==> config.mk <==
export PLATFORM = sky130hd
export DESIGN_NAME = rom_port_arbiter_flat
export DESIGN_NICKNAME = d
export VERILOG_FILES = /design/src/rtl/rom_port_arbiter_if.sv /design/src/rtl/rom_port_arbiter.sv /design/src/flat_wrapper.sv
export SDC_FILE = /design/constraint.sdc
export NUM_CORES = 1
export LEC_CHECK = 0
export CORE_MARGIN = 3
export CORE_UTILIZATION = 41
export CTS_CLUSTER_DIAMETER = 100
export CTS_CLUSTER_SIZE = 12
export DETAILED_ROUTE_END_ITERATION = 8
export PLACE_DENSITY = 0.82
export SLEW_MARGIN = 20
export SYNTH_ARGS = -nofsm -noshare
export SYNTH_HDL_FRONTEND = slang
export SYNTH_SLANG_ARGS = --single-unit
==> constraint.sdc <==
create_clock -name clk -period 2.1 [get_ports clk]
set_clock_uncertainty 0.15 [all_clocks]
set_input_delay 0.21 -clock clk [delete_from_list [all_inputs] [get_ports clk]]
set_output_delay 0.21 -clock clk [all_outputs]
set_load 0.05 [all_outputs]
==> src/rtl/rom_port_arbiter_if.sv <==
// rom_port_arbiter_if
//   Bundles the signals around the shared program ROM: the fetch (if_*)
//   request/response pair, the load (ld_*) request/response pair and the
//   ROM read port (mem_*).
//
//   modport slave  : the arbiter's view. It takes requests and ROM read
//                    data, and it drives responses and the ROM strobe/address.
//   modport master : the view of the core plus ROM array. It is the
//                    mirror image of slave.
//
//   Parameter AW sets the ROM word-address width. It must match the
//   arbiter's AW.
interface rom_port_arbiter_if #(
  parameter int AW = 12
);

  // instruction fetch port
  logic          if_req;
  logic [31:0]   if_addr;
  logic          if_valid;
  logic [31:0]   if_rdata;
  logic          if_err;

  // data load port
  logic          ld_req;
  logic [31:0]   ld_addr;
  logic          ld_valid;
  logic [31:0]   ld_rdata;
  logic          ld_err;

  // ROM read port
  logic          mem_en;
  logic [AW-1:0] mem_addr;
  logic [31:0]   mem_rdata;

  modport slave (
    input  if_req,
    input  if_addr,
    output if_valid,
    output if_rdata,
    output if_err,
    input  ld_req,
    input  ld_addr,
    output ld_valid,
    output ld_rdata,
    output ld_err,
    output mem_en,
    output mem_addr,
    input  mem_rdata
  );

  modport master (
    output if_req,
    output if_addr,
    input  if_valid,
    input  if_rdata,
    input  if_err,
    output ld_req,
    output ld_addr,
    input  ld_valid,
    input  ld_rdata,
    input  ld_err,
    input  mem_en,
    input  mem_addr,
    output mem_rdata
  );

endinterface

==> src/rtl/rom_port_arbiter.sv <==
// rom_port_arbiter
//   Lets instruction fetch (IF) and data load (LD) share one single-port
//   synchronous program ROM. Only one access is in flight at a time. Each
//   access moves through IDLE -> ISSUE -> WAIT -> RESP.
//   LD normally wins when both ports request. However, after MAX_STARVE
//   consecutive LD grants with IF waiting, IF is forced through so that
//   fetch always makes forward progress.
//
// Parameters
//   WORDS      ROM depth in 32-bit words. Byte addresses whose word index
//              is >= WORDS are rejected with *_err.
//   AW         ROM word-address width, clog2(WORDS).
//   MEM_LAT    Number of cycles from mem_en to valid mem_rdata (1..7).
//   MAX_STARVE Number of consecutive LD grants allowed while IF waits.
//
// Ports
//   clk        rising-edge clock
//   rst        synchronous, active-high reset
//   bus        rom_port_arbiter_if.slave
//                if_req/if_addr   -> fetch request, held until if_valid
//                if_valid         <- one-cycle response pulse
//                if_rdata/if_err  <- response data/error, held between pulses
//                ld_*             same as the IF port, for loads
//                mem_en/mem_addr  -> ROM read strobe and word index
//                mem_rdata        <- ROM data, MEM_LAT cycles after mem_en
//
// Timing
//   A request sampled in IDLE at cycle t produces *_valid at cycle
//   t+2+MEM_LAT. The minimum spacing between responses is 3+MEM_LAT cycles.
module rom_port_arbiter #(
  parameter int WORDS      = 4096,
  parameter int AW         = 12,
  parameter int MEM_LAT    = 1,
  parameter int MAX_STARVE = 4
) (
  input logic               clk,
  input logic               rst,
  rom_port_arbiter_if.slave bus
);

  localparam int SW = $clog2(MAX_STARVE + 1);
  localparam int LW = 3;

  typedef enum logic [1:0] {
    IDLE,
    ISSUE,
    WAIT,
    RESP
  } state_t;

  typedef enum logic {
    SRC_IF,
    SRC_LD
  } src_t;

  state_t        state;
  state_t        next_state;

  // details of the access currently in flight, latched when it is granted
  src_t          winner_q;
  logic [AW-1:0] addr_q;
  logic          err_q;

  logic [SW-1:0] starve_cnt;
  logic [LW-1:0] lat_cnt;

  // response registers; each port keeps its last response until its next one
  logic [31:0]   if_rdata_q;
  logic [31:0]   ld_rdata_q;
  logic          if_err_q;
  logic          ld_err_q;

  // arbitration signals, only meaningful while in IDLE
  logic          starved;
  logic          grant_any;
  logic          grant_ld;
  logic [31:0]   sel_addr;
  logic          out_of_range;

  // Address bits [1:0] do not select a word, so misaligned addresses round
  // down. This gathers them so it is clear they are deliberately dropped.
  logic          unused_addr_bits;

  // IF is forced through only when it is actually waiting and the
  // starvation count has reached its limit. Otherwise LD has priority.
  // The range check is applied to the winning address, so a bad address
  // is caught before any ROM strobe is issued.
  always_comb begin
    starved      = (starve_cnt == SW'(MAX_STARVE));
    grant_any    = bus.if_req | bus.ld_req;
    grant_ld     = bus.ld_req & ~(bus.if_req & starved);
    sel_addr     = grant_ld ? bus.ld_addr : bus.if_addr;
    out_of_range = ({2'b00, sel_addr[31:2]} >= 32'(WORDS));
  end

  assign unused_addr_bits = ^sel_addr[1:0];

  // State register. A reset abandons any access in flight: the FSM simply
  // returns to IDLE, and no valid pulse is produced for that access.
  always_ff @(posedge clk) begin
    if (rst) begin
      state <= IDLE;
    end else begin
      state <= next_state;
    end
  end

  // Next-state logic. WAIT moves on during the cycle in which the latency
  // counter is about to reach zero. That is the cycle in which the ROM data
  // for the access is on mem_rdata, and it is captured at that same edge.
  always_comb begin
    next_state = state;
    case (state)
      IDLE: begin
        if (grant_any) begin
          next_state = ISSUE;
        end
      end
      ISSUE: begin
        next_state = WAIT;
      end
      WAIT: begin
        if (lat_cnt == LW'(1)) begin
          next_state = RESP;
        end
      end
      RESP: begin
        next_state = IDLE;
      end
      default: begin
        next_state = IDLE;
      end
    endcase
  end

  // Output logic. The ROM strobe is suppressed for out-of-range accesses.
  // Such accesses still follow the normal state sequence, so their response
  // timing matches a real read. The valid pulse goes only to the port that
  // won the access.
  always_comb begin
    bus.mem_en   = 1'b0;
    bus.mem_addr = '0;
    bus.if_valid = 1'b0;
    bus.ld_valid = 1'b0;
    case (state)
      ISSUE: begin
        if (!err_q) begin
          bus.mem_en   = 1'b1;
          bus.mem_addr = addr_q;
        end
      end
      RESP: begin
        if (winner_q == SRC_LD) begin
          bus.ld_valid = 1'b1;
        end else begin
          bus.if_valid = 1'b1;
        end
      end
      default: begin
      end
    endcase
  end

  assign bus.if_rdata = if_rdata_q;
  assign bus.if_err   = if_err_q;
  assign bus.ld_rdata = ld_rdata_q;
  assign bus.ld_err   = ld_err_q;

  // Grant bookkeeping and the latency counter. starve_cnt counts only LD
  // grants that passed over a waiting IF. Any other grant clears it: either
  // IF was served, or nobody was being starved.
  always_ff @(posedge clk) begin
    if (rst) begin
      winner_q   <= SRC_IF;
      addr_q     <= '0;
      err_q      <= 1'b0;
      starve_cnt <= '0;
      lat_cnt    <= '0;
    end else begin
      case (state)
        IDLE: begin
          if (grant_any) begin
            winner_q <= grant_ld ? SRC_LD : SRC_IF;
            addr_q   <= sel_addr[AW+1:2];
            err_q    <= out_of_range;
            if (grant_ld && bus.if_req) begin
              if (!starved) begin
                starve_cnt <= starve_cnt + 1'b1;
              end
            end else begin
              starve_cnt <= '0;
            end
          end
        end
        ISSUE: begin
          lat_cnt <= LW'(MEM_LAT);
        end
        WAIT: begin
          lat_cnt <= lat_cnt - 1'b1;
        end
        default: begin
        end
      endcase
    end
  end

  // Response capture. Only the winning port's registers change, and they
  // change at the edge that enters RESP, so new data appears together with
  // the valid pulse. An out-of-range access returns zero data with err set.
  always_ff @(posedge clk) begin
    if (rst) begin
      if_rdata_q <= '0;
      ld_rdata_q <= '0;
      if_err_q   <= 1'b0;
      ld_err_q   <= 1'b0;
    end else if (state == WAIT && lat_cnt == LW'(1)) begin
      if (winner_q == SRC_LD) begin
        ld_rdata_q <= err_q ? 32'h0 : bus.mem_rdata;
        ld_err_q   <= err_q;
      end else begin
        if_rdata_q <= err_q ? 32'h0 : bus.mem_rdata;
        if_err_q   <= err_q;
      end
    end
  end

endmodule

==> src/flat_wrapper.sv <==
// flat-port wrapper written by rule: the top's interface ports become plain ports
module rom_port_arbiter_flat 
#(
  parameter int WORDS      = 4096,
  parameter int AW         = 12,
  parameter int MEM_LAT    = 1,
  parameter int MAX_STARVE = 4
)
  (clk, rst, bus_if_req, bus_if_addr, bus_if_valid, bus_if_rdata, bus_if_err, bus_ld_req, bus_ld_addr, bus_ld_valid, bus_ld_rdata, bus_ld_err, bus_mem_en, bus_mem_addr, bus_mem_rdata);
  rom_port_arbiter_if #(.AW(AW)) bus_i ();
  input logic clk;
  input logic rst;
  input wire logic [$bits(bus_i.if_req)-1:0] bus_if_req;
  input wire logic [$bits(bus_i.if_addr)-1:0] bus_if_addr;
  output wire logic [$bits(bus_i.if_valid)-1:0] bus_if_valid;
  output wire logic [$bits(bus_i.if_rdata)-1:0] bus_if_rdata;
  output wire logic [$bits(bus_i.if_err)-1:0] bus_if_err;
  input wire logic [$bits(bus_i.ld_req)-1:0] bus_ld_req;
  input wire logic [$bits(bus_i.ld_addr)-1:0] bus_ld_addr;
  output wire logic [$bits(bus_i.ld_valid)-1:0] bus_ld_valid;
  output wire logic [$bits(bus_i.ld_rdata)-1:0] bus_ld_rdata;
  output wire logic [$bits(bus_i.ld_err)-1:0] bus_ld_err;
  output wire logic [$bits(bus_i.mem_en)-1:0] bus_mem_en;
  output wire logic [$bits(bus_i.mem_addr)-1:0] bus_mem_addr;
  input wire logic [$bits(bus_i.mem_rdata)-1:0] bus_mem_rdata;
  assign bus_i.if_req = bus_if_req;
  assign bus_i.if_addr = bus_if_addr;
  assign bus_if_valid = bus_i.if_valid;
  assign bus_if_rdata = bus_i.if_rdata;
  assign bus_if_err = bus_i.if_err;
  assign bus_i.ld_req = bus_ld_req;
  assign bus_i.ld_addr = bus_ld_addr;
  assign bus_ld_valid = bus_i.ld_valid;
  assign bus_ld_rdata = bus_i.ld_rdata;
  assign bus_ld_err = bus_i.ld_err;
  assign bus_mem_en = bus_i.mem_en;
  assign bus_mem_addr = bus_i.mem_addr;
  assign bus_i.mem_rdata = bus_mem_rdata;
  rom_port_arbiter #(.WORDS(WORDS), .AW(AW), .MEM_LAT(MEM_LAT), .MAX_STARVE(MAX_STARVE)) u_core (.clk(clk), .rst(rst), .bus(bus_i));
endmodule
==> flow_summary.ini <==
[status]
status = completed

[critical_path]
cp.required_ns = 1.74
cp_max_fo = 13
arrival_ns = 1.62
setup.worst_path.start_class = flip-flop
path_cells = inv_1 > ha_1 > nor2b_4 > and2_1 > buf_4
crit_family = simple AND/OR/NAND/NOR gates
critPathKind = reg2out
path_buf_inv = 2
critPathMaxStageDelay_ns = 0.35
slowest_stage = dfxtp_1
setup.worst_path.end_class = primary output

[floorplan]
dieArea_sq_mm = 0.0103
start_util_pct = 42.5
row_count = 34
coreArea_sq_mm = 0.00876
die_h_um = 101
fp.dieW_um = 101
io_pins = 181

[yosys]
syn_inst = 486
synth_edf_count = 0
ys_types = 30
synth_most_common_cell = nand2_1
ys_seq_elements = 88
async_flop_share_pct = 0
yosysWarnings = 0
synth_top_area_share_pct = 47.3
synth.avg_cell_area_sq_um = 7.66
synth_flop_cell = dfxtp_1
yosys-top-cells-count = nand2_1 (162), dfxtp_1 (88), a21oi_1 (70)
yosys-top-cells-area = dfxtp_1 (47%), nand2_1 (16%), a21oi_1 (9.4%)
seq_area_frac_synth_pct = 47.3
synth.net_count = 594
synthDominantAreaCellType = dfxtp_1
syn_area_sq_mm = 0.00372

[clock_tree]
cts.path.max_buffers = 2
clkLatencyLatePin_ns = 0.35
cts.sink_count = 88
cts_tree = yes
cts.clk_slew.worst_paths_ns = 0.09
cts_setup_buffers = 0
cts_inserted_buffers = 9
cts-root-buf = clkbuf_8
htreeDepth = 3

[grt]
grt_pass1_wl_um = 17500
gr-total-overflow = 0
grt_use_total_pct = 21.1
antenna_found_initial = 0
grt_pass1_vias = 3779
grt_start_max_net_pins = 55

[cells_and_area]
drive_gt1_share_pct = 7.59
layout.nets = 762
n_antenna_cell = 0
fillCellCount = 734
syn2layout_area_growth_pct = 55.1

[sta]
worst_pin_slew_ns = 0.554
clock.fmax_mhz = 504
setup_tns_ns = 0
setup_viol = 0
slew_headroom_pct = 63.0
fin_crit_sh_pct = 94.5
finalMaxSlewViolations = 0
rsz0062_at_grt = no
min_period_ns = 1.98
hold_violations = 0

[placement]
gp_congestion = 0.809
io_buffers = 176
dpl.hpwl_um = 8060

[pwr]
power.total_uw = 4580
p_leak_uw = 0.00208
peakVddDrop_v = 0.000446
pwr_density_cell_mw_per_mm2 = 793

[routing]
route.detailed.drc = 0
drtAntennaViolNets = 0
postRouteWirelength_um = 11000
via_count = 3861
wl_per_cell_um = 14.3
dr.pass1.iters = 4
vias_per_cell = 5.03
first_iter_violations = 162

[job]
drv_cap = 0

[min_path]
hp-class = in2reg
## worst min-delay path, delay by kind of cell
kind | cells | cell delay (ns)
AND/OR/NAND/NOR | 1 | 0.05
buffers and inverters | 1 | 0.40
AO/OA/AOI/OAI | 1 | 0.08
## power by group
group	internal, uW	leakage (uW)	switching, uW
Combinational	617	0.00126	924
Clock	481	0.0000992	631
Sequential	1820	0.000713	99.9
Total	2920	0.00208	1660
## layout make-up
cell class | count | area (sq um) | share of cell area (%)
clock buffers | 10 | 138 | 2.38
inverters | 7 | 26.3 | 0.455
clock inverters | 6 | 51.3 | 0.889
multi-input cells | 357 | 1800 | 31.2
repair buffers | 191 | 1860 | 32.2
flip-flops and latches | 88 | 1760 | 30.5
well taps | 108 | 135 | 2.34
## registers in the layout, summed over array words and instances, names as in the netlist
name,flops
u_core.winner_q,1
u_core.lat_cnt,3
u_core.state,2
u_core.bus.if_err,1
u_core.bus.ld_err,1
u_core.addr_q,12
u_core.starve_cnt,3
u_core.err_q,1
u_core.bus.if_rdata,32
u_core.bus.ld_rdata,32
## layout by cell type, fill, tap and decap left out, types with 2 or more instances in the layout
| master | count |
|---|---|
| a21oi_1 | 70 |
| a22oi_1 | 2 |
| a311oi_1 | 12 |
| and2_1 | 13 |
| buf_12 | 2 |
| buf_4 | 27 |
| clkbuf_8 | 10 |
| clkdlybuf4s50_1 | 160 |
| clkinv_4 | 2 |
| dfxtp_1 | 88 |
| ha_1 | 8 |
| inv_1 | 7 |
| inv_6 | 2 |
| nand2_1 | 162 |
| nand3_1 | 5 |
| nand4_1 | 3 |
| nor2_1 | 20 |
| nor2b_1 | 36 |
| nor4_1 | 7 |
| o21ai_0 | 3 |
## what timing repair did
action | 4_1_cts | 5_1_grt
resized for setup | 2 | 2
hold endpoints to repair | 3 | 0
endpoints found under the setup margin | 13 | 5
hold buffers | 1 | 0
## worst paths after layout
check / startpoint / to / slack [ns] / cells after the start
setup reg to reg: u_core.state[0] / u_core.bus.ld_rdata[12] / 0.19 / 7
hold / removal: bus_if_addr[10] / u_core.addr_q[8] / 0.27 / 3
setup / recovery: u_core.state[1] / bus_mem_addr[0] / 0.12 / 5
hold reg to reg: u_core.bus.if_rdata[25] / u_core.bus.if_rdata[25] / 0.31 / 2
## cells by family (layout without fill, tap and decap cells)
kind of cell / count (synthesis) / after routing / synth area share (%)
buffers and inverters: 41 / 214 / 4.57
flip-flops: 88 / 88 / 47.3
AND/OR/NAND/NOR: 256 / 256 / 30.8
adder cells (fa/ha/maj): 8 / 8 / 2.69
AO/OA/AOI/OAI: 92 / 92 / 14.4
multiplexers: 1 / 1 / 0.269
## per-layer routing
metal  vias to the layer above  global-route usage [%]  part of all wire, %
met2                       134                    37.6                   50
met1                      1791                    24.8                   41
li1                       1927                       -                    -
met3                         9                    5.44                  8.0
met5                         -                       0                    0
met4                         0                    6.75                 0.98
## through the flow
stage               hold WS [ns]  cells  area [sq um]  util [%]  worst slack (ns)
global placement           0.291    750          5560      63.5            0.0271
floorplan                  0.219    486          3720         -             0.227
global route               0.262    767          5770      65.9            0.0146
finish                     0.268    767          5770      65.9             0.116
detailed placement         0.296    750          5560      63.5            0.0210
CTS                        0.263    767          5770      65.8             0.107
(Power assumes the default switching activity.)
